File: config.mk
export PLATFORM = sky130hd
export DESIGN_NAME = ch1_sweep_ctrl
export DESIGN_NICKNAME = d
export VERILOG_FILES = /design/src/rtl/apu_pkg.sv /design/src/rtl/ch1_sweep_calc.sv /design/src/rtl/ch1_sweep_ctrl.sv
export SDC_FILE = /design/constraint.sdc
export NUM_CORES = 1
export LEC_CHECK = 0
export CAP_MARGIN = 40
export CELL_PAD_IN_SITES_DETAIL_PLACEMENT = 1
export CELL_PAD_IN_SITES_GLOBAL_PLACEMENT = 1
export CORE_MARGIN = 2
export CORE_UTILIZATION = 35
export DETAILED_ROUTE_END_ITERATION = 8
export GPL_TIMING_DRIVEN = 0
export PLACE_DENSITY = 0.69
export SYNTH_ARGS = -nofsm -noshare
export SYNTH_HDL_FRONTEND = slang
export SYNTH_SLANG_ARGS = --single-unit
File: constraint.sdc
create_clock -name clk -period 11.6 [get_ports clk]
set_input_delay 3.48 -clock clk [delete_from_list [all_inputs] [get_ports clk]]
set_output_delay 3.48 -clock clk [all_outputs]
set_load 0.05 [all_outputs]
File: src/rtl/apu_pkg.sv
// APU shared types and constants for the channel 1 sweep unit.
// Optional feature macro: CH1_SWEEP_NEGATE_QUIRK_EN (used by ch1_sweep_ctrl).
package apu_pkg;

  localparam int FREQ_W = 11;
  localparam int FREQ_MAX = 2047;
  localparam int SWEEP_PERIOD_ZERO_RELOAD = 8;

  typedef enum logic [1:0] {
    IDLE,
    CHECK,
    UPDATE,
    RECHECK
  } sweep_state_t;

endpackage

File: src/rtl/ch1_sweep_calc.sv
// Channel 1 sweep arithmetic: shift, add/sub and overflow detect.
// Purely combinational; one instance is shared by every FSM state.
module ch1_sweep_calc
  import apu_pkg::*;
(
  input  logic [FREQ_W-1:0] shadow_i,
  input  logic [2:0]        shift_i,
  input  logic              negate_i,
  output logic [FREQ_W-1:0] freq_o,
  output logic              ovf_o
);

  localparam logic [FREQ_W:0] FMAX = FREQ_MAX[FREQ_W:0];

  logic [FREQ_W:0] delta;
  logic [FREQ_W:0] sum;

  assign delta = {1'b0, shadow_i >> shift_i};
  // delta <= shadow, so the subtract path can never exceed FMAX
  assign sum = negate_i ? ({1'b0, shadow_i} - delta)
                        : ({1'b0, shadow_i} + delta);
  assign freq_o = sum[FREQ_W-1:0];
  assign ovf_o  = sum > FMAX;

endmodule

File: src/rtl/ch1_sweep_ctrl.sv
// Channel 1 frequency sweep controller (trigger check, tick update, recheck).
// Optional: CH1_SWEEP_NEGATE_QUIRK_EN disables the channel on negate 1->0.
module ch1_sweep_ctrl
  import apu_pkg::*;
(
  input  logic              clk,
  input  logic              apu_reset,
  input  logic              sweep_tick,
  input  logic              ch1_restart,
  input  logic [2:0]        sweep_period,
  input  logic              sweep_negate,
  input  logic [2:0]        sweep_shift,
  input  logic [FREQ_W-1:0] freq_in,
  output logic [FREQ_W-1:0] freq_out,
  output logic              freq_load,
  output logic              ch1_disable,
  output logic              sweep_busy
);

  sweep_state_t      state_q, state_d;
  logic [FREQ_W-1:0] shadow_q, shadow_d;
  logic [2:0]        timer_q, timer_d;
  logic              sweep_en_q, sweep_en_d;
  logic [FREQ_W-1:0] fout_q, fout_d;
  logic              load_q, load_d;
  logic              dis_q, dis_d;
`ifdef CH1_SWEEP_NEGATE_QUIRK_EN
  logic              neg_used_q, neg_used_d;
  logic              negate_q;
`endif

  logic [FREQ_W-1:0] calc_freq;
  logic              calc_ovf;
  logic [2:0]        reload;

  ch1_sweep_calc u_calc (
    .shadow_i (shadow_q),
    .shift_i  (sweep_shift),
    .negate_i (sweep_negate),
    .freq_o   (calc_freq),
    .ovf_o    (calc_ovf)
  );

  // Reload of 8 wraps to 0 in the 3-bit timer, which still spans 8 ticks
  assign reload = (sweep_period == 3'd0) ?
                  3'(SWEEP_PERIOD_ZERO_RELOAD) : sweep_period;

  always_comb begin
    state_d    = state_q;
    shadow_d   = shadow_q;
    timer_d    = timer_q;
    sweep_en_d = sweep_en_q;
    fout_d     = fout_q;
    load_d     = 1'b0;
    dis_d      = 1'b0;
`ifdef CH1_SWEEP_NEGATE_QUIRK_EN
    neg_used_d = neg_used_q;
`endif
    if (ch1_restart) begin
      shadow_d   = freq_in;
      timer_d    = reload;
      sweep_en_d = (sweep_period != 3'd0) || (sweep_shift != 3'd0);
`ifdef CH1_SWEEP_NEGATE_QUIRK_EN
      neg_used_d = 1'b0;
`endif
      state_d    = (sweep_shift != 3'd0) ? CHECK : IDLE;
    end else begin
      case (state_q)
        IDLE: begin
          if (sweep_tick) begin
            timer_d = timer_q - 3'd1;
            if (timer_d == 3'd0) begin
              timer_d = reload;
              if (sweep_en_q && sweep_period != 3'd0)
                state_d = UPDATE;
            end
          end
        end
        CHECK, RECHECK: begin
          state_d = IDLE;
          if (calc_ovf) begin
            dis_d      = 1'b1;
            sweep_en_d = 1'b0;
          end
        end
        UPDATE: begin
          state_d = IDLE;
          if (calc_ovf) begin
            dis_d      = 1'b1;
            sweep_en_d = 1'b0;
          end else if (sweep_shift != 3'd0) begin
            shadow_d = calc_freq;
            fout_d   = calc_freq;
            load_d   = 1'b1;
            state_d  = RECHECK;
          end
        end
        default: state_d = IDLE;
      endcase
`ifdef CH1_SWEEP_NEGATE_QUIRK_EN
      if (state_q != IDLE && sweep_negate)
        neg_used_d = 1'b1;
      if (negate_q && !sweep_negate && neg_used_q && sweep_en_q) begin
        dis_d      = 1'b1;
        sweep_en_d = 1'b0;
      end
`endif
    end
  end

  always_ff @(posedge clk) begin
    if (apu_reset) begin
      state_q    <= IDLE;
      shadow_q   <= '0;
      timer_q    <= '0;
      sweep_en_q <= 1'b0;
      fout_q     <= '0;
      load_q     <= 1'b0;
      dis_q      <= 1'b0;
`ifdef CH1_SWEEP_NEGATE_QUIRK_EN
      neg_used_q <= 1'b0;
      negate_q   <= 1'b0;
`endif
    end else begin
      state_q    <= state_d;
      shadow_q   <= shadow_d;
      timer_q    <= timer_d;
      sweep_en_q <= sweep_en_d;
      fout_q     <= fout_d;
      load_q     <= load_d;
      dis_q      <= dis_d;
`ifdef CH1_SWEEP_NEGATE_QUIRK_EN
      neg_used_q <= neg_used_d;
      negate_q   <= sweep_negate;
`endif
    end
  end

  assign freq_out    = fout_q;
  assign freq_load   = load_q;
  assign ch1_disable = dis_q;
  assign sweep_busy  = (state_q != IDLE);

endmodule

==> metrics.cfg, run 1 <==
[placement]
placed_area_um2 = 2940
hpwl_mm = 6.215
gp_congestion = 0.8043
portBuffers = 32

[route]
dr.pass1.iters = 4
drt-initial-drc-count = 127
wl_mm = 7.731
vias = 2488
viasPerCell = 5.541
wl_per_cell_um = 17.22
route.detailed.drc = 0
ant_nets = 0

[floorplan]
die_x_um = 88.52
fp.dieH_um = 88.52
core-area_um2 = 6869
ios = 36
rows = 30
die_area_um2 = 7835
initial_core_util_pct = 36.39

[critical_path]
slowest_stage = clkdlybuf4s50_1
critical_path_depth = 21
crit_start = sweep_shift[2]
crit_end = freq_out[2]
reg2reg_to = freq_out[2]
required_ns = 11.79
path_buf_inv = 4
r2r_start = shadow_q[4]
worstSetupStartpointType = primary input
cpPeakStageDelay_ns = 0.50
crit_family = compound AO/OA/AOI/OAI gates
crit_arrival_ns = 8.56
cp_max_fo = 10
cp_cell_sequence = clkdlybuf4s50_1, buf_2, buf_1, nor2_1, a21oi_1, mux2_2, ha_1, and2_1, and3_1, a21oi_1, o32a_1, ha_1, a211oi_1, nor2b_1, nand3_1, a41oi_1, nor2b_1, mux2i_2, buf_4, nor4_1, a31o_1
ff2ff_path_depth = 19
reg2reg_slack_ns = 6.72
critPathCaptureType = register
worstSetupPathType = primary input to register

[sta]
rsz0062_at_grt = false
setup_viol_count_final = 0
fin_crit_sh_pct = 72.16
maxSlewHeadroom_pct = 61.61
max_freq_mhz = 119.5
drv_slew = 0
finalSetupTns_ns = 0
hold_viol = 0
skew_ns = 0.003851
min_period_ns = 8.370
tightestPinTransition_ns = 0.5758

[pwr]
power.density_nw_per_um2 = 120.5
ir_drop_uv = 69.39
power_uw = 365.7
p_leak_nw = 1.183

[grt]
grt_antenna_before_repair = 0
grt_overflow = 0
grt_pass1_wl_mm = 12.94
grt_max_degree = 11
grt_usage_pct = 21.15
grt_pass1_vias = 2498

[final_layout]
regArea_um2 = 600.6
final.fill_count = 852
final_nets = 389
area_growth_pct = 21.42
antenna_cells = 0
drive_above_1_share_pct = 7.365
final_cell_area_um2 = 3035
multi_input_area_um2 = 1753
fin_util_pct = 44.19

[clocking]
holdBufCountCts = 0
clkSinkCount = 30
root_buffer = clkbuf_8
h-tree-depth = 2
clk_pin_slew_worst_paths_ns = 0.07
cts_max_path_buffers = 2
cts_tree = done
cts_setup_buffers = 0
cts_resized = 0
cts_buffers = 5
clk_latency_ns = 0.29

[outcome]
status = finished clean

[yosys]
synth_nets = 350
avgSynthCellArea_um2 = 7.987
ys.flop_type = dfxtp_1
synth_warnings = 0
synth_cell_types = 63
synth-seq-cells = 30
syn_area_um2 = 2500
synth_edf_count = 0
synthCells = 313
ys_seq_area_share_pct = 24.02
synthArstFlopShare_pct = 0

[hold_path]
hold_path_class = register to register

[flow_run]
drv_cap = 0

==> worst min-delay path by stage <==
stage / startpoint / end / slack, ns / cells past startpoint
3_3_place_gp: state_q[0] / state_q[1] / 0.45 / 1
3_5_place_dp: state_q[0] / state_q[1] / 0.45 / 1
4_1_cts: state_q[0] / state_q[1] / 0.46 / 1
6_report: freq_out[1] / freq_out[1] / 0.46 / 2
2_1_floorplan: state_q[0] / state_q[1] / 0.42 / 1
5_1_grt: state_q[0] / state_q[1] / 0.48 / 1
==> metrics by stage <==
stage          setup slack [ns]  hold slack [ns]  cells
4_1_cts                   3.229           0.4566    449
5_1_grt                   2.680           0.4795    449
2_1_floorplan             4.344           0.4222    313
3_5_place_dp              2.937           0.4503    441
6_report                  3.230           0.4598    449
3_3_place_gp              3.007           0.4472    441
==> report_power, final <==
part	internal [mW]	switching, mW	total, mW
logic	0.0647	0.0928	0.157
clock network	0.0476	0.0423	0.0900
registers	0.109	0.00873	0.118
==> state kept, by name (all words and copies together) (netlist names) <==
name / count
freq_out: 11
shadow_q: 11
timer_q: 3
state_q: 2
ch1_disable: 1
freq_load: 1
sweep_en_q: 1
==> layer usage <==
layer  track usage (%)  wire length, um  up-vias
met1             30.77             3827     1189
met2             33.56             3516       53
met3             3.638              335        9
met4             3.168               53        0
li1                  -                -     1237
met5                 0                0        -
==> cell type report <==
| class | count | share of cell area, % |
|---|---|---|
| flip-flops and latches | 30 | 19.79 |
| inverters | 17 | 2.102 |
| repair buffers | 32 | 10.55 |
| clock inverters | 2 | 0.4122 |
| clock buffers | 6 | 2.721 |
| multi-input cells | 250 | 57.75 |
| plain buffers | 16 | 2.721 |
| well taps | 96 | 3.957 |
==> Yosys cell counts, types with 3 or more instances <==
master     n  share of area, %
and2_1     3              0.75
nand2b_1  14               3.5
a22oi_1    3              0.90
a21o_1     4               1.2
o21ai_1    4              0.80
a21oi_1   27               5.4
a211oi_1   5               1.5
clkbuf_1   9               1.4
mux2i_1    8               3.2
nand2_1   24               3.6
dfxtp_1   30                24
inv_1     15               2.3
buf_2      3              0.60
xnor2_1   10               3.5
a31o_1     8               2.8
nor2b_1    7               1.8
o21ai_0   15               3.0
xor2_1     9               3.2
a32oi_1    5               1.8
nor2_1    21               3.2
ha_1      14               7.0
nor4_1     7               1.8
nor3_1     5               1.0
o311ai_0   5               1.8
nand3_1    4              0.80
and3_1     3              0.75
==> cells by family (layout without fill, tap and decap cells) <==
logic type,count (synthesis),count (layout),synth area share (%)
compound gates,103,103,28.73
xor+xnor,19,19,6.657
fa+ha+maj,15,15,7.808
buf+inv,33,73,5.855
flops,30,30,24.02
mux,13,13,6.456
simple gates,100,100,20.47
==> cells in the final DEF, fill, tap and decap left out, types with 4 or more instances in the layout <==
master,n
clkbuf_8,6
nand2b_1,14
nand3_1,4
xor2_1,9
inv_1,15
nor3_1,5
xnor2_1,10
a21oi_1,27
o21ai_1,4
a21o_1,4
nand2_1,24
o311ai_0,5
a31o_1,8
nor2_1,21
clkbuf_1,9
nor4_1,7
mux2i_1,8
o21ai_0,15
dfxtp_1,30
ha_1,14
a32oi_1,5
a211oi_1,5
nor2b_1,7
clkdlybuf4s50_1,32
==> worst min-delay path, cell delays in order, from the launching register on <==
cell	delay [ns]
dfxtp_1	0.31
nand2_1	0.05
o21ai_1	0.05
No activity file was read; power rests on OpenSTA's default activity.
==> inputs of run 2 (changes only) <==
- clock period: 11.6 -> 7.9 ns (I/O delays scaled with it)
==> results of run 2 <==
Same layout as run 1 (identical final DEF). Status: finished clean.
Among the figures that moved: setup slack after placement 2.937 ns -> 0.3469 ns; setup slack after layout 3.230 ns -> 0.6396 ns; register-to-register setup slack 6.72 ns -> 3.02 ns; total power 0.3657 mW -> 0.5369 mW; worst IR drop on VDD 69.39 uV -> 101.9 uV
==> inputs of run 3 (changes only) <==
- MAX_ROUTING_LAYER: not set -> met4
==> metrics.cfg, run 3 (synthesized netlist as in run 1, its figures left out) <==
[critical_path]
reg2reg_slack_ns = 3.00
crit_arrival_ns = 7.45
ff2ff_path_depth = 19  ; unchanged
required_ns = 8.09
worstSetupPathType = primary input to register
worstSetupStartpointType = primary input
reg2reg_to = freq_out[2]
r2r_start = shadow_q[4]
cp_max_fo = 10  ; unchanged
critPathCaptureType = register

[placement]
gp_congestion = 0.8161  ; +1.5%
hpwl_mm = 6.215  ; unchanged
portBuffers = 32  ; unchanged

[hold_path]
holdCritStartpoint = state_q[0]
hold_path_class = register to register
holdPathStages = 1  ; -1
hold_end = state_q[1]

[sta]
tightestPinTransition_ns = 0.5867  ; +0.01090 ns
fin_crit_sh_pct = 91.91
drv_slew = 0  ; unchanged
finalSetupTns_ns = 0  ; unchanged
hold_viol = 0  ; unchanged
maxSlewHeadroom_pct = 60.88  ; -0.73 points
min_period_ns = 7.261
max_freq_mhz = 137.7
skew_ns = 0.004495  ; +0.0006445 ns
setup_viol_count_final = 0  ; unchanged
rsz0062_at_grt = false

[route]
wl_per_cell_um = 17.33  ; +0.63%
dr.pass1.iters = 4  ; unchanged
vias = 2480  ; -0.32%
viasPerCell = 5.523  ; -0.32%
drt-initial-drc-count = 141  ; +11%
wl_mm = 7.780  ; +0.63%
route.detailed.drc = 0  ; unchanged
ant_nets = 0  ; unchanged

[clocking]
holdBufCountCts = 0  ; unchanged
cts_tree = done
clk_latency_ns = 0.29  ; about the same
clk_pin_slew_worst_paths_ns = 0.07  ; about the same
cts_max_path_buffers = 2  ; unchanged
cts_buffers = 5  ; unchanged
cts_setup_buffers = 0  ; unchanged
clkSinkCount = 30  ; unchanged
cts_resized = 0  ; unchanged
root_buffer = clkbuf_8
h-tree-depth = 2  ; unchanged

[floorplan]
fp.dieH_um = 88.52  ; unchanged
die_area_um2 = 7835  ; unchanged
initial_core_util_pct = 36.39  ; unchanged
core-area_um2 = 6869  ; unchanged
ios = 36  ; unchanged
die_x_um = 88.52  ; unchanged
rows = 30  ; unchanged

[final_layout]
drive_above_1_share_pct = 7.365  ; unchanged
final_cell_mix = 32 x clkdlybuf4s50_1, 30 x dfxtp_1, 27 x a21oi_1
area_growth_pct = 21.42  ; unchanged
final.fill_count = 852  ; unchanged
final_nets = 389  ; unchanged
layout_commonest_cell = clkdlybuf4s50_1
fin_util_pct = 44.19  ; unchanged
antenna_cells = 0  ; unchanged

[grt]
gr-usage-met3_pct = 3.731  ; +0.093 points
grt_overflow = 0  ; unchanged
grt_usage_pct = 21.84  ; +0.69 points
top_usage_layer = met2
grt_pass1_vias = 2500  ; +0.080%
met1_usage_pct = 30.77  ; unchanged
met2_usage_pct = 33.63  ; +0.068 points
grt_max_degree = 11  ; unchanged
grt_pass1_wl_mm = 12.94  ; unchanged
grt_antenna_before_repair = 0  ; unchanged

[pwr]
power_uw = 537.8
power.density_nw_per_um2 = 177.2
p_leak_nw = 1.183  ; unchanged
ir_drop_uv = 101.8

[flow_run]
drv_cap = 0  ; unchanged

[outcome]
status = finished clean

## run 3: cell counts in the layout (fill, tap and decap cells not counted)
Identical to the previous run, type by type.
## run 3: worst max-delay path by stage
stage,from,endpoint,slack [ns]
floorplan,sweep_shift[0],freq_out[2],1.75
global placement,sweep_shift[0],freq_out[3],0.42
detailed placement,sweep_shift[2],freq_out[2],0.35
CTS,sweep_shift[2],freq_out[2],0.64
global route,sweep_shift[2],freq_out[5],0.09
finish,sweep_shift[2],freq_out[2],0.64
## run 3: stage by stage
stage	cells	hold slack [ns]	setup slack, ns	instance area (um^2)
2_1_floorplan	313	0.4222	1.754	2500
3_3_place_gp	441	0.4472	0.4168	2940
3_5_place_dp	441	0.4503	0.3469	2940
4_1_cts	449	0.4566	0.6391	3035
5_1_grt	449	0.4795	0.09299	3035
6_report	449	0.4594	0.6389	3035
## run 3: area by class of cell
cell class / instances / area (um^2) / share of cell area, %
inverter: 17 / 63.81 / 2.102
multi-input combinational: 250 / 1753 / 57.75
clock buffer: 6 / 82.58 / 2.721
buffer: 16 / 82.58 / 2.721
sequential: 30 / 600.6 / 19.79
clock inverter: 2 / 12.51 / 0.4122
timing repair buffer: 32 / 320.3 / 10.55
tap: 96 / 120.1 / 3.957
## run 3: layer usage
metal | part of all wire, % | wire [um]
met1 | 50 | 3910
met2 | 46 | 3575
met3 | 3.1 | 240
met4 | 0.68 | 53
met5 | 0 | 0
## run 3: worst max-delay path, stage by stage
cell and delay [ns]:
clkdlybuf4s50_1 0.50, buf_2 0.23, buf_1 0.40, nor2_1 0.12
a21oi_1 0.17, mux2_2 0.20, ha_1 0.17, and2_1 0.18
and3_1 0.24, a21oi_1 0.09, o32a_1 0.31, ha_1 0.33
a211oi_1 0.30, nor2b_1 0.17, nand3_1 0.08, a41oi_1 0.49
nor2b_1 0.14, mux2i_2 0.42, buf_4 0.27, nor4_1 0.08
a31o_1 0.20
## run 3: report_power, final
| group | switching (mW) | internal [mW] |
|---|---|---|
| Sequential | 0.0129 | 0.161 |
| Clock | 0.0623 | 0.0699 |
| Combinational | 0.137 | 0.0951 |
